`config.mk`:
```
export PLATFORM = sky130hd
export DESIGN_NAME = regfile_wb
export DESIGN_NICKNAME = d
export VERILOG_FILES = /design/src/rtl/regfile_wb.sv
export SDC_FILE = /design/constraint.sdc
export NUM_CORES = 2
export LEC_CHECK = 0
export CORE_MARGIN = 1
export CORE_UTILIZATION = 45
export DETAILED_ROUTE_END_ITERATION = 8
export GPL_TIMING_DRIVEN = 0
export PLACE_DENSITY = 0.64
export SLEW_MARGIN = 0
export SYNTH_ARGS = -nofsm -noshare
export SYNTH_HDL_FRONTEND = slang
export SYNTH_SLANG_ARGS = --single-unit
```
`constraint.sdc`:
```
create_clock -name clk -period 3 [get_ports clk]
set_input_delay 0.3 -clock clk [delete_from_list [all_inputs] [get_ports clk]]
set_output_delay 0.3 -clock clk [all_outputs]
set_load 0.02 [all_outputs]
```
`src/rtl/regfile_wb.sv`:
```
// Architectural register file for the miniRV write-back path: two combinational read ports, one write port.
// Optional retirement trace outputs are built when REGFILE_TRACE_EN is defined.
module regfile_wb #(
  parameter int unsigned          DATA_W   = 32,
  parameter int unsigned          ADDR_W   = 5,
  parameter bit                   BYPASS   = 1'b1,
  parameter logic [DATA_W-1:0]    SP_RESET = '0
) (
  input  logic              clk,
  input  logic              rst_n,
  input  logic              we,
  input  logic [ADDR_W-1:0] wR,
  input  logic [DATA_W-1:0] wD,
  input  logic [DATA_W-1:0] wb_pc,
  input  logic [ADDR_W-1:0] rR1,
  input  logic [ADDR_W-1:0] rR2,
  output logic [DATA_W-1:0] rD1,
  output logic [DATA_W-1:0] rD2
`ifdef REGFILE_TRACE_EN
  ,
  output logic              debug_wb_have_inst,
  output logic [DATA_W-1:0] debug_wb_pc,
  output logic              debug_wb_ena,
  output logic [ADDR_W-1:0] debug_wb_reg,
  output logic [DATA_W-1:0] debug_wb_value
`endif
);

  localparam int unsigned NREG = 2 ** ADDR_W;

  logic [DATA_W-1:0] regs [NREG];
  logic              wr_en;

  assign wr_en = we && (wR != '0);

  always_ff @(posedge clk or negedge rst_n) begin
    if (!rst_n) begin
      for (int unsigned i = 0; i < NREG; i++) begin
        regs[i[ADDR_W-1:0]] <= (i == 32'd2) ? SP_RESET : '0;
      end
    end else if (wr_en) begin
      regs[wR] <= wD;
    end
  end

  // Priority: x0 forces zero over the write-first bypass, which overrides stored data.
  always_comb begin
    rD1 = regs[rR1];
    if (BYPASS && wr_en && (wR == rR1)) rD1 = wD;
    if (rR1 == '0) rD1 = '0;
  end

  always_comb begin
    rD2 = regs[rR2];
    if (BYPASS && wr_en && (wR == rR2)) rD2 = wD;
    if (rR2 == '0) rD2 = '0;
  end

`ifdef REGFILE_TRACE_EN
  always_ff @(posedge clk or negedge rst_n) begin
    if (!rst_n) begin
      debug_wb_have_inst <= 1'b0;
      debug_wb_pc        <= '0;
      debug_wb_ena       <= 1'b0;
      debug_wb_reg       <= '0;
      debug_wb_value     <= '0;
    end else begin
      debug_wb_have_inst <= 1'b1;
      debug_wb_pc        <= wb_pc;
      debug_wb_ena       <= wr_en;
      debug_wb_reg       <= wR;
      debug_wb_value     <= wD;
    end
  end
`else
  logic unused_wb_pc;
  always_comb unused_wb_pc = ^wb_pc;
`endif

endmodule
```
=== Word level (Yosys, flattened, before mapping) ===
Index checks and enable logic that the tools add are counted.

* Bitwise operators: 3
* Reduce and logical (&&, ||, !) cells: 7
* Multiplexer cells: 13
* Equality and inequality tests: 2
* Magnitude comparators: 4

{| class="wikitable"
|+ Operator list
! operator !! number
|-
| $bwmux 1024 || 1
|-
| $bmux 32 s5 || 2
|-
| $mux 32 || 9
|-
| $demux 32 s5 || 1
|-
| $ge 6x6->1 const B || 3
|-
| $not 5->6 || 3
|-
| $eq 5x5->1 || 2
|-
| $logic_not 5->1 || 2
|-
| $lt 6x1->1 const B || 1
|-
| $reduce_bool 5->1 || 1
|-
| $logic_and 1x1->1 || 4
|}

* Logic and storage cells: 61
* Output and inout bits: 64
* Bits in registers: 1,024

=== Logic depth before layout (Yosys ltp) ===
* Depth after elaboration: 6
* Depth in mapped cells: 11

=== Worst setup path before layout ===
OpenSTA, ideal clock, no wires.

* Path kind: input to output
* From: in rR2[0]
* To: out rD2[4]
* Data required time: 2.700 ns
* Stages: 9
* Path slack: 0.556 ns
* Arrival: 2.144 ns
* Path buffers: 5
* Path through: buf_6 > buf_12 > buf_12 > buf_12 > buf_12 > mux2i_1 > a2111oi_0 > a21oi_1 > a211oi_1

* Longest elaborated chain between the ends: 6

{| class="wikitable"
|+ RTL lines
! what !! RTL line !! RTL
|-
| from (decl) || 16 || <nowiki>input logic [ADDR_W-1:0] rR2,</nowiki>
|-
| $not 5->6 (not written as such) || 54 || <nowiki>rD2 = regs[rR2];</nowiki>
|-
| $bmux 32 s5 || 54 ||
|-
| $mux 32 (not written as such) (2 in a row) || 54 ||
|-
| $mux 32 || 55 || <nowiki>if (BYPASS && wr_en && (wR == rR2)) rD2 = wD;</nowiki>
|-
| $mux 32 (*) || 56 || <nowiki>if (rR2 == '0) rD2 = '0;</nowiki>
|-
| to (decl) || 18 || <nowiki>output logic [DATA_W-1:0] rD2</nowiki>
|}

Every way passes the cells marked *; elsewhere a longest branch is shown, timed or not. The select of a mux whose other input is x is not followed.

=== Worst setup path after layout ===
* From: in rR2[4]
* To: out rD2[17]

The elaborated chain is that of the path after synthesis.

==> summary.txt <==
R2R cell count -> 2
Clk root buf -> clkbuf_16
Main combinational cell family by area after synthesis -> multiplexers
Hold crit path type -> in -> async
DR pass1 iterations -> 9
Worst EP arrival -> 2.92 ns
Clk_skew -> 0 ns
Clock Power Share -> 33.4%
Mapped Area -> 56000 um2
R2r setup slk -> 2.08 ns
Most frequent cell after synthesis -> mux2_2
Post-Route WL -> 274000 um
CP endpoint kind -> output pin
Initial antenna violation count -> 15
Leakage -> 0.0289 uW
Io pins -> 146
Max-Cap Viols -> 2
CTS tree -> yes
CTS sink count -> 1024
CP bufs+invs -> 6
Largest net degree at the start of global routing -> 169
TNS Setup -> -3.54 ns
Cts bufs inserted -> 113
Nets -> 4321
Synth top cells by count -> mux2_2 (1060), dfrtp_1 (1024), mux4_2 (375), mux2i_1 (282), clkbuf_1 (193)
Worst VDD drop -> 0.000583 V
PD cells -> 668 nW/um2
Number of cell rows -> 129
Clk_lat worst skew -> 0.76 ns
Vias -> 43600
Top-area cell type share of the netlist area -> 45.8%
Slowest CP cell -> nor3_4
Max Buffers Root-to-Sink -> 3
Worst-Margin Slew -> 1.55 ns
Status -> finished with violations
Synth warn -> 0
Post-synthesis sequential area ratio -> 45.8%
Layout cell share with drive strength beyond 1 -> 53.0%
Cell Int Power -> 30800 uW
RSZ-0062 raised after global routing -> yes
Crit path kind -> in -> out
Fin crit share -> 107%
CP Max Fanout -> 10
Top_reg_cell synth -> dfrtp_1
CP endpoint -> rD2[17]
Largest Register -> regs
Failing checks -> max-capacitance violations, max-slew violations, negative setup slack
Synth Area in XOR/XNOR -> 0.156%
Async S/R FF share, synth -> 100%
FMAX -> 311 MHz
Final slew viol count -> 22
Synth Area in Simple Gates -> 2.97%
CP max stage delay -> 0.42 ns
Minimum clock period -> 3.22 ns
Starting Density -> 45.3%
H-tree levels -> 3
Core box area -> 123000 um2
GP Congestion -> 1.09
Worst slew margin -> -3.66%
Worst Setup SP -> rR2[4]
Post-synthesis net count -> 4019
Post-synthesis adder-cell area fraction -> 0%
Combinational fraction of design power -> 25.4%
Most used cell, CP -> clkbuf_16
Psw -> 14100 uW
Flops & latches, synth -> 1024
Mux share of post-synthesis cell area -> 41.8%
Via density -> 7.29
FF-to-FF Start -> regs[144]
Per-cell routed wire length -> 45.8 um
Area of the die -> 126000 um2
Post-synth EDFFs -> 0
Gr usage total -> 43.2%
Max reg flops -> 1024
Drt drc -> 0
Synth unique cells -> 73
Final setup violation count -> 47
GRT overflow -> 0
Cell count along the critical path -> 10
Syn-to-layout area delta -> 19.9%
Synth Instances -> 3937
Die outline height -> 355 um
Worst EP required -> 2.70 ns
Synth Area in Compound Gates -> 5.01%
Area contributors post-synth -> dfrtp_1 (46%), mux2_2 (21%), mux4_2 (15%), mux2i_1 (5.0%), clkbuf_1 (1.3%)
Share of power burned in registers -> 41.2%
Syn Area/Cell -> 14.2 um2
CP cell instances -> clkdlybuf4s15_2 > buf_12 > inv_1 > clkbuf_16 > nand2_2 > clkbuf_16 > o21ai_4 > a211oi_2 > nor3_4 > buf_6
Post-detail-place hpwl -> 182000 um
FF-to-FF End -> regs[144]
Buffers on Ports -> 103
Worst setup SP type -> input port
Crit-path leading delay family -> buffers and inverters
Switching portion of total power -> 31.4%
Chip Width -> 355 um
Top Registers -> regs: 1024 flops
Vias in the first global route -> 41600
Remaining antenna violation count -> 0
Setup WS post-layout -> -0.220 ns
Initial drt markers -> 7403
Yosys top cell by area -> dfrtp_1
Final core occ -> 54.4%
Global-route wire length before repair -> 365000 um
Fin. Hold Viols -> 0
Clock transition at path regs -> 0.06 ns
## power by group through the flow
stage | combinational [uW] | clock (uW) | sequential (uW)
final | 11400 | 15000 | 18500
after global routing | 11600 | 15400 | 18800
after CTS | 10700 | 14900 | 18300
after detailed placement | 9840 | 0 | 18600
after global placement | 9560 | 0 | 18500
after floorplan | 6510 | 0 | 17900
## per-stage QoR
stage	worst slack [ns]	hold slack [ns]	instance area (um2)	total power [uW]	cells
floorplan	0.556	0.00441	56000	24400	3937
global placement	-46.35	0.453	59100	28100	5677
detailed placement	-3.13	0.306	59300	28400	5685
CTS	-0.134	0.172	66400	43800	5937
global route	-0.111	0.225	67100	45700	5972
finish	-0.220	0.134	67100	44900	5980
## worst min path at each step
stage / from / to / slack, ns / cells after the start
after floorplan: rst_n / regs[0] / 0.004 / 0
after global placement: regs[1020] / regs[1020] / 0.45 / 1
after detailed placement: rst_n / regs[999] / 0.31 / 1
after CTS: rst_n / regs[999] / 0.17 / 2
after global routing: rst_n / regs[866] / 0.23 / 2
final: rst_n / regs[771] / 0.13 / 2
## cell type report
cell class	instances	area [um2]
tap	1637	2050
clock inverter	41	425
clock buffer	170	3500
inverter	6	32.5
timing repair buffer	191	1870
multi-input combinational	2466	29700
sequential	1024	25600
buffer	437	3880
antenna	8	20.0
fill	10100	56300
## what timing repair did
| item | CTS | global route |
|---|---|---|
| hold buffers | 1 | 0 |
| setup endpoints to repair | 64 | 139 |
| gates cloned | 1 | 1 |
| resized for setup | 897 | 165 |
| pin swaps | 65 | 42 |
| hold endpoints to repair | 103 | 0 |
| buffers inserted | 44 | 34 |
## cells in the final DEF, fill, tap and decap left out, drive strengths merged, types with 47 or more instances in the layout
cell,count
nand2,100
a21oi,47
nor2,99
dfrtp,1024
mux2i,282
mux2,1060
nor3,58
clkbuf,371
a221oi,65
buf,364
o21ai,63
mux4,383
## cell families (layout without fill, tap and decap cells)
logic type | Yosys count | in the layout
other cells | 0 | 8
mux | 1725 | 1725
xor+xnor | 10 | 10
simple gates | 346 | 347
compound gates | 384 | 384
flops | 1024 | 1024
buf+inv | 448 | 845
## metal layers
metal,track usage (%),routed length [um]
met2,55.3,106000
met1,53.7,96600
met4,32.1,24500
met5,0.642,182
met3,23.9,46800
(Power assumes the default switching activity.)
